==> config.mk <==
export PLATFORM = sky130hd
export DESIGN_NAME = booth_r4_seq_mac_ctrl
export DESIGN_NICKNAME = d
export VERILOG_FILES = /design/src/rtl/booth_r4_seq_mac_ctrl.sv
export SDC_FILE = /design/constraint.sdc
export NUM_CORES = 1
export LEC_CHECK = 0
export BUFFER_PORTS_ARGS = -buffer_cell sky130_fd_sc_hd__buf_2
export CAP_MARGIN = 20
export CORE_MARGIN = 4
export CORE_UTILIZATION = 60
export DETAILED_ROUTE_END_ITERATION = 8
export GPL_TIMING_DRIVEN = 1
export PLACE_DENSITY_LB_ADDON = 0.2
export SLEW_MARGIN = 25
export SYNTH_ARGS = -nofsm -noshare
export SYNTH_HDL_FRONTEND = slang
export SYNTH_SLANG_ARGS = --single-unit
==> constraint.sdc <==
create_clock -name clk -period 10.2 [get_ports clk]
set_clock_uncertainty 0.1 [all_clocks]
set_input_delay 1.02 -clock clk [delete_from_list [all_inputs] [get_ports clk]]
set_output_delay 1.02 -clock clk [all_outputs]
set_load 0.02 [all_outputs]
==> src/rtl/booth_r4_seq_mac_ctrl.sv <==
// booth_r4_seq_mac_ctrl
//   Sequential radix-4 Booth multiplier controller. One Booth digit is encoded
//   per cycle. Its partial product (0, +-A, +-2A, shifted by 2*digit index) is
//   accumulated into a 2*WIDTH register through a single shared adder.
//   Operands come in through a valid/ready intake. The product leaves through
//   a valid/ready delivery port.
//
// Optional feature macro: BOOTH_ZERO_SKIP_EN
//   When defined, a zero Booth digit does not write the accumulator. The
//   operation also finishes early once every remaining digit is zero.
//   When undefined, every digit is added (zeros included) and latency is
//   fixed at NDIG cycles.
//   Product and nz_cnt are identical in both builds.
//
// Ports
//   clk        in   1              rising-edge clock
//   rst        in   1              synchronous active-high reset
//   in_valid   in   1              operand pair valid
//   in_ready   out  1              controller can accept operands (IDLE, not in reset)
//   a_in       in   WIDTH          multiplicand, signed
//   b_in       in   WIDTH          multiplier, signed, Booth-encoded
//   out_valid  out  1              product valid (DONE)
//   out_ready  in   1              sink accepts product
//   product    out  2*WIDTH        signed product a*b, updated only on DONE entry
//   busy       out  1              high while in CALC
//   nz_cnt     out  clog2(NDIG+1)  nonzero Booth digits of the last/current operation

module booth_r4_seq_mac_ctrl #(
  parameter int WIDTH = 8
) (
  input  logic                             clk,
  input  logic                             rst,
  input  logic                             in_valid,
  output logic                             in_ready,
  input  logic [WIDTH-1:0]                 a_in,
  input  logic [WIDTH-1:0]                 b_in,
  output logic                             out_valid,
  input  logic                             out_ready,
  output logic [2*WIDTH-1:0]               product,
  output logic                             busy,
  output logic [$clog2(WIDTH/2+1)-1:0]     nz_cnt
);

  localparam int NDIG  = WIDTH / 2;
  localparam int OUT_W = 2 * WIDTH;
  localparam int IDX_W = $clog2(NDIG);
  localparam int CNT_W = $clog2(NDIG + 1);

  typedef enum logic [1:0] {
    S_IDLE = 2'd0,
    S_CALC = 2'd1,
    S_DONE = 2'd2
  } state_t;

  state_t               state_r;
  state_t               state_s;
  logic [OUT_W-1:0]     a_r;        // multiplicand, sign-extended to product width
  logic [WIDTH:0]       b_r;        // {multiplier, 1'b0}; bit 0 is the implicit b[-1]
  logic [OUT_W-1:0]     acc_r;
  logic [IDX_W-1:0]     idx_r;
  logic [CNT_W-1:0]     nz_cnt_r;
  logic [OUT_W-1:0]     product_r;

  logic [2:0]           trip_s;
  logic                 nz_s;
  logic [OUT_W-1:0]     mag_s;
  logic                 neg_s;
  logic [OUT_W-1:0]     pp_s;
  logic [OUT_W-1:0]     sum_s;
  logic                 last_s;
  logic                 acc_we_s;

  // Booth triplet {b[2k+1], b[2k], b[2k-1]} for digit k
  function automatic logic [2:0] triplet_f(input logic [WIDTH:0] b, input int k);
    logic [WIDTH:0] t;
    t = b >> (2 * k);
    return t[2:0];
  endfunction

  // A digit is zero exactly for triplets 000 and 111
  function automatic logic digit_nz_f(input logic [2:0] t);
    return (t != 3'b000) && (t != 3'b111);
  endfunction

  assign in_ready  = (state_r == S_IDLE) && !rst;
  assign busy      = (state_r == S_CALC);
  assign out_valid = (state_r == S_DONE);
  assign product   = product_r;
  assign nz_cnt    = nz_cnt_r;

  // Booth decode of the current digit into magnitude and sign
  always_comb begin
    trip_s = triplet_f(b_r, int'(idx_r));
    nz_s   = digit_nz_f(trip_s);
    mag_s  = {OUT_W{1'b0}};
    neg_s  = 1'b0;
    case (trip_s)
      3'b001, 3'b010: begin mag_s = a_r;        neg_s = 1'b0; end
      3'b011:         begin mag_s = a_r << 1;   neg_s = 1'b0; end
      3'b100:         begin mag_s = a_r << 1;   neg_s = 1'b1; end
      3'b101, 3'b110: begin mag_s = a_r;        neg_s = 1'b1; end
      default:        begin mag_s = {OUT_W{1'b0}}; neg_s = 1'b0; end
    endcase
  end

  // Shifted partial product and the single shared adder (mod 2^OUT_W)
  always_comb begin
    if (neg_s) begin
      pp_s = (~mag_s) + {{(OUT_W-1){1'b0}}, 1'b1};
    end else begin
      pp_s = mag_s;
    end
    pp_s  = pp_s << {idx_r, 1'b0};
    sum_s = acc_r + pp_s;
  end

`ifdef BOOTH_ZERO_SKIP_EN
  logic rest_zero_s;

  // True when every digit above the current index is zero
  always_comb begin
    rest_zero_s = 1'b1;
    for (int k = 0; k < NDIG; k++) begin
      if ((k > int'(idx_r)) && digit_nz_f(triplet_f(b_r, k))) begin
        rest_zero_s = 1'b0;
      end else begin
        rest_zero_s = rest_zero_s;
      end
    end
  end

  // Zero digits hold the accumulator; finish once the remaining digits are zero
  always_comb begin
    acc_we_s = nz_s;
    last_s   = (idx_r == IDX_W'(NDIG - 1)) || rest_zero_s;
  end
`else
  // Every digit writes the accumulator; fixed NDIG-cycle latency
  always_comb begin
    acc_we_s = 1'b1;
    last_s   = (idx_r == IDX_W'(NDIG - 1));
  end
`endif

  // FSM next-state logic
  always_comb begin
    state_s = state_r;
    case (state_r)
      S_IDLE: begin
        if (in_valid) begin
          state_s = S_CALC;
        end else begin
          state_s = S_IDLE;
        end
      end
      S_CALC: begin
        if (last_s) begin
          state_s = S_DONE;
        end else begin
          state_s = S_CALC;
        end
      end
      S_DONE: begin
        if (out_ready) begin
          state_s = S_IDLE;
        end else begin
          state_s = S_DONE;
        end
      end
      default: state_s = S_IDLE;
    endcase
  end

  // FSM state register
  always_ff @(posedge clk) begin
    if (rst) begin
      state_r <= S_IDLE;
    end else begin
      state_r <= state_s;
    end
  end

  // Datapath: operand capture, per-digit accumulate, product capture on DONE entry
  always_ff @(posedge clk) begin
    if (rst) begin
      a_r       <= {OUT_W{1'b0}};
      b_r       <= {(WIDTH+1){1'b0}};
      acc_r     <= {OUT_W{1'b0}};
      idx_r     <= {IDX_W{1'b0}};
      nz_cnt_r  <= {CNT_W{1'b0}};
      product_r <= {OUT_W{1'b0}};
    end else begin
      case (state_r)
        S_IDLE: begin
          if (in_valid) begin
            a_r      <= {{WIDTH{a_in[WIDTH-1]}}, a_in};
            b_r      <= {b_in, 1'b0};
            acc_r    <= {OUT_W{1'b0}};
            idx_r    <= {IDX_W{1'b0}};
            nz_cnt_r <= {CNT_W{1'b0}};
          end else begin
            acc_r <= acc_r;
          end
        end
        S_CALC: begin
          if (acc_we_s) begin
            acc_r <= sum_s;
          end else begin
            acc_r <= acc_r;
          end
          if (nz_s) begin
            nz_cnt_r <= nz_cnt_r + CNT_W'(1);
          end else begin
            nz_cnt_r <= nz_cnt_r;
          end
          if (last_s) begin
            product_r <= acc_we_s ? sum_s : acc_r;
          end else begin
            idx_r <= idx_r + IDX_W'(1);
          end
        end
        S_DONE: begin
          acc_r <= acc_r;
        end
        default: begin
          acc_r <= acc_r;
        end
      endcase
    end
  end

endmodule

After elaboration in Yosys (flattened, before gate mapping)
Index checks and enable logic that the tools add are counted.

Input port bits: 20. Memories kept: 0. Memory bits (writable): 0. Bits in latches: 0. Memory bits (read-only): 0. Output and inout port bits: 22. Register bits: 55. Word-level logic and storage cells: 56.

Order comparisons: 0. Equality and inequality tests: 13. Divide/modulo/power cells: 0. Shifts and indexed selects: 2. Mux-type cells: 15. Add/sub/neg operators: 4. Reductions and logical operators: 14. Multipliers: 0. Bitwise operators: 1.

Operators by type and width (count): $pmux W16 S2 (2); $mux W16 (2); $add A16 B1 Y16 const B (1); $add A16 B16 Y16 (1); $not A16 Y16 (1); $shl A16 B3 Y16 (1); $eq A3 B3 Y1 const B (3); $shr A9 B3 Y3 (1); $mux W2 (4); $eq A3 B2 Y1 const B (2); $mux W3 (2); $pmux W2 S3 (1); $pmux W3 S2 (1); $reduce_and A2 Y1 (3); $reduce_and A3 Y1 (2); $eq A2 B2 Y1 const B (2); $ne A2 B2 Y1 const B (2); $pmux W2 S2 (1); $reduce_or A4 Y1 (1); $add A3 B1 Y3 const B (1); $eq A3 B1 Y1 const B (1); $ne A3 B3 Y1 const B (1); $reduce_bool A3 Y1 (1); $reduce_or A3 Y1 (1); 9 further kinds (11).

Depth between registers and ports, before layout
Gate-level depths: netlist of run 1.

Word-level depth: 10. Gate-level depth with buffers: 25. Mapped depth without buffers: 22.

Worst setup path before layout of run 1
Ideal clock, no wire load.

Path kind: register to register. Start point: register idx_r[0]. End point: register product_r[15], in the netlist product[15]. Stages on the path, launching flop included: 25. Data arrival time: 5.354 ns. Path buffers: 5. Clock period less this slack: 5.516 ns. Data required time: 10.038 ns. Setup slack: 4.684 ns. Path through: dfxtp_1 buf_1 clkbuf_1 buf_1 nand2_1 o21a_1 ha_1 clkbuf_1 clkbuf_1 a22oi_1 ha_1 o21ai_1 nor2_2 nor4_1 a2111oi_1 mux2_1 ha_1 and2_1 a221o_1 nor3_1 o31ai_1 a31oi_1 xnor2_1 or4_1 nand3_1.

Longest elaborated chain between the ends: 9. Elaborated cells between the ends (all ways): 19.

RTL lines: start, declared (RTL line 60) `logic [IDX_W-1:0] idx_r;`; start signal, assigned (RTL line 189) `idx_r <= {IDX_W{1'b0}};`; start signal, assigned (RTL line 199) `idx_r <= {IDX_W{1'b0}};`; start signal, assigned (RTL line 219) `idx_r <= idx_r + IDX_W'(1);`; $shr A9 B3 Y3 (RTL line 76) `t = b >> (2 * k);`; $eq A3 B3 Y1, or another cell as far along (RTL line 97) `case (trip_s)`; $reduce_or A4 Y1 (no line) or $reduce_or A2 Y1 (tied branches); $pmux W16 S2 (RTL line 97); $not A16 Y16 (RTL line 109) `pp_s = (~mag_s) + {{(OUT_W-1){1'b0}}, 1'b1};`; $add A16 B1 Y16 (RTL line 109); $mux W16 (RTL line 108) `if (neg_s) begin`; $shl A16 B3 Y16 (RTL line 113) `pp_s = pp_s << {idx_r, 1'b0};`; $add A16 B16 Y16 (RTL line 114) `sum_s = acc_r + pp_s;`; end signal, assigned (RTL line 191) `product_r <= {OUT_W{1'b0}};`; end signal, assigned (RTL line 217) `product_r <= acc_we_s ? sum_s : acc_r;`; end, declared (RTL line 62) `logic [OUT_W-1:0] product_r;`.

Parallel ways exist; a longest one is shown, timed or not. A chain may end at the register's enable or synchronous reset.

Worst setup path after layout of run 1
Ends and elaborated chain as after synthesis.

==> results of run 1 <==
cell usage in the layout, fill, tap and decap left out, types with 13 or more instances in the layout:
| master | count |
|---|---|
| a21oi_1 | 50 |
| a22oi_1 | 14 |
| buf_2 | 40 |
| dfxtp_1 | 55 |
| ha_1 | 24 |
| inv_1 | 13 |
| nand2_1 | 79 |
| nor2_1 | 41 |
| o21ai_0 | 13 |
path summary, 6_finish.rpt:
check | cells after the start | endpoint | start
setup / recovery | 23 | product[15] | idx_r[0]
setup reg to reg | 23 | product[15] | idx_r[0]
hold / removal | 2 | product[4] | product[4]
hold reg to reg | 2 | product[4] | product[4]
stage by stage:
stage	util, %	instances	hold slack [ns]
after floorplan	-	446	0.333
after global placement	66.4	538	0.339
after detailed placement	66.4	538	0.345
after CTS	68.9	546	0.359
after global routing	68.9	546	0.373
final	68.9	546	0.356
area by class of cell:
cell class,instances,area [sq um]
flip-flops and latches,55,1100
inverters,13,48.8
well taps,72,90.1
repair buffers,45,238
clock inverters,3,67.6
multi-input cells,353,2230
clock buffers,5,68.8
fillers,481,1730
sequential cells by signal, indices dropped and copies added, names as in the netlist:
register and cells:
nz_cnt 3, idx_r 2, product 16, acc_r 16, state_r 2, b_r 8, a_r 8
cell families (layout without fill, tap and decap cells):
logic type / count (synthesis) / after routing / share of synthesized area [%]
XOR/XNOR: 16 / 16 / 4.03
buffers and inverters: 38 / 66 / 4.32
AO/OA/AOI/OAI: 132 / 132 / 24.8
multiplexers: 10 / 10 / 3.88
AND/OR/NAND/NOR: 170 / 170 / 22.1
flip-flops: 55 / 55 / 31.7
adder cells (fa/ha/maj): 25 / 25 / 9.21
per-layer routing:
| metal | wire length [microns] | global-route usage (%) | part of all wire, % |
|---|---|---|---|
| met5 | 0 | 0 | 0 |
| met4 | 92 | 5.70 | 1.1 |
| met3 | 472 | 3.73 | 5.7 |
| met2 | 3760 | 36.2 | 46 |
| met1 | 3890 | 33.4 | 47 |
worst register-to-register path: cells and delay by family (launching register included):
| kind | cells | cell delay [ns] |
|---|---|---|
| adder cells (fa/ha/maj) | 3 | 0.68 |
| multiplexers | 3 | 0.96 |
| flip-flops | 1 | 0.32 |
| AND/OR/NAND/NOR | 7 | 1.09 |
| XOR/XNOR | 1 | 0.21 |
| buffers and inverters | 2 | 0.39 |
| AO/OA/AOI/OAI | 7 | 1.94 |
where the power goes:
group          internal [mW]  leakage [nW]  total, mW  switching (mW)
clock                 0.0979        0.0644      0.172          0.0744
combinational         0.0350          1.09     0.0932          0.0583
sequential             0.221         0.446      0.228         0.00662
total                  0.354          1.60      0.493           0.139
==> results.cfg, run 1 <==
[logic_synthesis]
postSynthCellCount = 446
synth_common_cells = nand2_1, dfxtp_1, a21oi_1
ys_ff_latch = 55
yosysMostFrequentCell = nand2_1
synth_nets = 491
synth.distinct_cells = 62
synth-edff-count = 0
synth_top_cell_area_share_pct = 31.7
ys_warn_count = 0
synth_largest_area_cell = dfxtp_1
syn-mean-instance-area_sq_um = 7.80
seq_area_frac_synth_pct = 31.7
async_reset_ff_share_pct = 0
ys.flop_type = dfxtp_1
syn_area_sq_um = 3480
ys_top_cells_by_area = dfxtp_1, ha_1, nand2_1, a21oi_1, nor2_1

[timing]
maxSlewViolCount = 0
setup_tns_ns = 0
setup_viol = 0
final.period_utilization_pct = 56.1
rsz0062_at_grt = no
timing.slew.headroom_pct = 55.8
fin_ws_ns = 4.48
tightest_slew_ns = 0.663
min_period_ns = 5.72
hold_viol_final = 0
fmax_ghz = 0.175

[routing]
avgRoutedWirePerCell_microns = 15.0
drt-total-wl_microns = 8210
viasPerCell = 5.92
ant_nets = 0
first_pass_iters = 5
routed-via-count = 3230
drt_iter0_drc = 274
drc_errors = 0

[critical_path]
start_kind = flop
cpPeakStageDelay_ns = 0.49
cp_common_cell = ha_1
cp_top_family = compound AO/OA/AOI/OAI gates
worstPathMaxFanout = 32
cp-end-kind = flop
crit_chain = buf_4 -> mux2_2 -> nand2_1 -> o21a_1 -> inv_1 -> ha_1 -> mux2_4 -> a22oi_1 -> ha_1 -> o21ai_1 -> nor2_2 -> nor4_1 -> a2111oi_1 -> mux2_1 -> ha_1 -> and2_1 -> a221o_1 -> nor3_1 -> o31ai_1 -> a31oi_1 -> xnor2_1 -> or4_1 -> nand3_1
cp.arrival_ns = 5.88
cp.required_ns = 10.36
cp_slowest_cell = a2111oi_1
r2r_setup_slack_ns = 4.48
criticalPathCategory = reg -> reg
path_buf_inv = 2

[floorplanning]
initial_core_util_pct = 62.4
die_w_microns = 84.1
pin_count = 42
rows = 27
dieArea_sq_um = 7080
fp.coreArea_sq_um = 5570
die_y_microns = 84.1

[power]
vdd_drop_max_mv = 0.0690
p_leak_nw = 1.60
power_mw = 0.493
power_density_nw_per_um2 = 128

[global_routing]
overflow = 0
grt_usage_pct = 23.2
grt_start_max_net_pins = 63
grt_pass1_vias = 2964
grt_pass1_wl_microns = 13900
antenna_found_initial = 0

[placement]
dpl_cell_area_sq_um = 3700
port_buffers = 41
gp_congestion = 0.932
dpl.hpwl_microns = 5780
place_ws_ns = 4.63

[cts]
clk_latency_ns = 0.31
cts_sinks = 55
cts_resized = 0
htreeDepth = 2
postCtsSetupBuffers = 0
root_buffer = clkbuf_8
clk_pin_slew_ns = 0.10
cts_buffers = 5
cts_buffer_depth = 2
cts_hold_buffers = 0
cts_tree = done

[run]
maxCapViolCount = 0

[cells_and_area]
drive_above_1_share_pct = 14.3
antennaDiodeCount = 0
postLayoutCellArea_sq_um = 3840
areaGrowthSynthToFinish_pct = 10.4
num-nets-final = 518

[worst_hold_path]
hold_class = reg -> reg

[run_status]
outcome = complete, no violations
Note: power is estimated with default switching activity, not from simulation.
==> run 2, diff against run 1 <==
- CORE_UTILIZATION: 60 -> 53
- clock period: 10.2 -> 4.95 ns (I/O delays scaled with it)
==> results.cfg, run 2 (same netlist as run 1, synthesis figures left out) <==
[run_status]
outcome = complete, no violations

[timing]
maxSlewViolCount = 0
timing.slew.headroom_pct = 55.5
setup_tns_ns = 0
final.period_utilization_pct = 98.0
fin_ws_ns = 0.101
setup_viol = 0
tightest_slew_ns = 0.666
hold_viol_final = 0
fmax_ghz = 0.206
min_period_ns = 4.85

[global_routing]
grt_pass1_vias = 2958
antenna_found_initial = 0
grt_pass1_wl_microns = 13400
overflow = 0
grt_start_max_net_pins = 63
grt_usage_pct = 21.2

[cts]
htreeDepth = 2
cts_buffers = 5
clk_latency_ns = 0.32
cts_tree = done
clk_pin_slew_ns = 0.11
root_buffer = clkbuf_8
cts_sinks = 55
cts_buffer_depth = 2

[power]
power_density_nw_per_um2 = 232
power_mw = 0.984
vdd_drop_max_mv = 0.156
p_leak_nw = 1.74

[cells_and_area]
areaGrowthSynthToFinish_pct = 22.2
drive_above_1_share_pct = 25.5
layout_commonest_cell = nand2_1
most-common-layout-cells = nand2_1, dfxtp_1, a21oi_1
postLayoutCellArea_sq_um = 4250
antennaDiodeCount = 0
fin_util_pct = 66.9
num-nets-final = 543

[critical_path]
cp_slowest_cell = mux4_2
cp.arrival_ns = 5.00
r2r_setup_slack_ns = 0.10
crit_start = idx_r[0]
start_kind = flop
cp_top_family = compound AO/OA/AOI/OAI gates
cp-end-kind = flop
cpPeakStageDelay_ns = 0.58
worstPathMaxFanout = 5
reg2regPathDepth = 17
criticalPathCategory = reg -> reg
r2r-start = idx_r[0]
crit_chain = mux4_2 -> ha_4 -> mux2_4 -> a22oi_2 -> ha_2 -> and4_4 -> a2bb2oi_1 -> o221ai_1 -> mux2_2 -> ha_1 -> a221o_1 -> a21oi_2 -> o31ai_4 -> a31oi_2 -> xnor2_2 -> or3_1 -> a31oi_1
cp.required_ns = 5.10
rr_endpoint = acc_r[15]
path_buf_inv = 0

[floorplanning]
die_w_microns = 89.0
rows = 29
pin_count = 42
die_y_microns = 89.0
dieArea_sq_um = 7920
initial_core_util_pct = 54.8
fp.coreArea_sq_um = 6350

[routing]
first_pass_iters = 5
ant_nets = 0
routed-via-count = 3436
viasPerCell = 5.97
drc_errors = 0
drt-total-wl_microns = 9130
drt_iter0_drc = 209
avgRoutedWirePerCell_microns = 15.9

[worst_hold_path]
hold_class = in -> reg
min_path_cells = 3
holdPathEnd = a_r[0]
min_from = a_in[0]

[placement]
port_buffers = 41
gp_congestion = 0.901
place_ws_ns = -0.167
dpl_cell_area_sq_um = 3780
dpl.hpwl_microns = 5920

[run]
maxCapViolCount = 0
## run 2: cell types whose count changed in the layout (fill, tap and decap cells not counted), sizes merged
cell	before	now
buf	45	69
bufinv	2	0
clkbuf	5	7
clkinv	0	1
clkinvlp	1	0
mux2	5	6
## run 2: metrics by stage
stage	cells	hold WS [ns]
after floorplan	446	0.333
after global placement	553	0.339
after detailed placement	553	0.343
after CTS	561	0.298
after global routing	576	0.298
final	576	0.290
## run 2: tightest hold or removal path, stage by stage
cell	delay, ns
buf_2	0.09
nand2_1	0.04
a21oi_1	0.05
## run 2: timing repair
| action | in CTS | in global routing |
|---|---|---|
| buffers inserted | 0 | 14 |
| hold buffers | 0 | 0 |
| endpoints found under the setup margin | 4 | 7 |
| pin swaps | 2 | 26 |
| gates cloned | 0 | 1 |
| gates resized for setup | 7 | 46 |
## run 2: worst max-delay path by stage
stage,to,slack [ns],cells past startpoint
global placement,product[14],0.06,21
global route,acc_r[15],-0.10,22
finish,acc_r[15],0.10,17
detailed placement,acc_r[14],-0.17,22
floorplan,product[15],0.03,24
CTS,acc_r[14],0.02,22
## run 2: power breakdown
group	switching (mW)	leakage (nW)	internal [mW]
Clock	0.160	0.0484	0.115
Sequential	0.0151	0.447	0.456
Combinational	0.139	1.25	0.0989
## run 2: layout make-up
type	instances	area [sq um]
clock buffers	7	86.3
fillers	514	2100
repair buffers	69	418
inverters	13	48.8
well taps	77	96.3
multi-input cells	354	2490
clock inverters	1	8.76
flip-flops and latches	55	1100
## run 2: metal layers
layer	wire length, microns	track usage (%)
met5	0	0
met4	181	9.20
met3	535	2.76
met2	4340	33.3
met1	4080	29.1
==> run 3, diff against run 2 <==
- RECOVER_POWER: unset -> 25
==> results.cfg, run 3 (same netlist as run 1, synthesis figures left out) <==
[run_status]
outcome = complete, no violations

[timing]
holdWs_ns = 0.293
maxSlewViolCount = 0
final.period_utilization_pct = 97.7
min_period_ns = 4.84
hold_viol_final = 0
setup_viol = 0
fmax_ghz = 0.207
fin_ws_ns = 0.113
setup_tns_ns = 0
tightest_slew_ns = 0.679
timing.slew.headroom_pct = 54.6

[critical_path]
cp-end-kind = flop
worstPathMaxFanout = 5
start_kind = flop
cp.required_ns = 5.10
criticalPathCategory = reg -> reg
cp.arrival_ns = 4.98

[routing]
drt_iter0_drc = 206
drt-total-wl_microns = 9120
met2_length_microns = 4280
ant_nets = 0
viasPerCell = 5.96
routed-via-count = 3432
drc_errors = 0
avgRoutedWirePerCell_microns = 15.8
first_pass_iters = 5
wl_met1_microns = 4110
top_layer_used = met4
met3_length_microns = 501

[cells_and_area]
layout_commonest_cell = nand2_1
num-nets-final = 543
areaGrowthSynthToFinish_pct = 21.5
most-common-layout-cells = nand2_1, dfxtp_1, a21oi_1
drive_above_1_share_pct = 21.6
antennaDiodeCount = 0
fin_util_pct = 66.5

[placement]
gp_congestion = 0.901
dpl.hpwl_microns = 5920
port_buffers = 41
place_ws_ns = -0.167

[power]
power_mw = 0.982
vdd_drop_max_mv = 0.156
p_leak_nw = 1.66
power_density_nw_per_um2 = 232

[floorplanning]
initial_core_util_pct = 54.8
die_w_microns = 89.0
dieArea_sq_um = 7920
fp.coreArea_sq_um = 6350
die_y_microns = 89.0
rows = 29
pin_count = 42

[worst_hold_path]
hold_class = in -> reg

[cts]
cts_buffers = 5
cts_sinks = 55
root_buffer = clkbuf_8
cts_buffer_depth = 2
htreeDepth = 2
clk_latency_ns = 0.32
clk_pin_slew_ns = 0.11
cts_hold_buffers = 0
cts_tree = done

[global_routing]
grt_pass1_wl_microns = 13400
overflow = 0
grt_start_max_net_pins = 63
antenna_found_initial = 0
grt_usage_pct = 21.2
grt_pass1_vias = 2958

[run]
maxCapViolCount = 0
## run 3: changes by cell type in the layout (fill, tap and decap cells not counted), sizes merged
| cell | delta |
|---|---|
| buf | -19 |
| clkbuf | +19 |
## run 3: layer usage
metal	vias up	global-route usage, %
li1	1692	-
met1	1607	29.1
met2	109	33.3
met3	24	2.76
met4	0	9.20
met5	-	0
## run 3: path summary, 6_finish.rpt
path | slack [ns] | startpoint | cells past startpoint | to
setup / recovery | 0.11 | idx_r[0] | 19 | acc_r[15]
hold reg to reg | 0.36 | product[7] | 2 | product[7]
setup reg to reg | 0.11 | idx_r[0] | 19 | acc_r[15]
hold / removal | 0.29 | a_in[0] | 3 | a_r[0]
## run 3: report_power, final
part	switching [mW]	internal (mW)
sequential	0.0151	0.456
clock	0.159	0.115
combinational	0.139	0.0988
total	0.313	0.670
## run 3: repair_timing
action / 4_1_cts / 5_1_grt
pin swaps: 2 / 26
cloned: 0 / 1
endpoints found under the setup margin: 4 / 7
setup buffers: 0 / 14
resized for setup: 7 / 46
## run 3: area by class of cell
type | instances | area, sq um
Clock buffer | 7 | 86.3
Clock inverter | 1 | 8.76
Fill cell | 525 | 2120
Inverter | 13 | 48.8
Multi-Input combinational cell | 354 | 2490
Sequential cell | 55 | 1100
Tap cell | 77 | 96.3
Timing Repair Buffer | 69 | 394
## run 3: per-stage QoR
stage               cells  area, sq um
floorplan             446         3490
global placement      553         3780
detailed placement    553         3780
CTS                   561         3900
global route          576         4230
finish                576         4230
## run 3: critical path: stages (launching register included)
cell,delay (ns)
dfxtp_4,0.39
mux4_2,0.58
ha_4,0.20
buf_4,0.13
mux2_2,0.31
a22oi_2,0.24
nand2_1,0.19
nor2_4,0.18
nor4_2,0.06
a2111oi_2,0.42
mux2_4,0.25
ha_4,0.13
and2_4,0.13
a221o_1,0.24
a21oi_2,0.07
o31ai_4,0.27
a31oi_2,0.15
xnor2_2,0.18
or3_1,0.38
a31oi_1,0.16
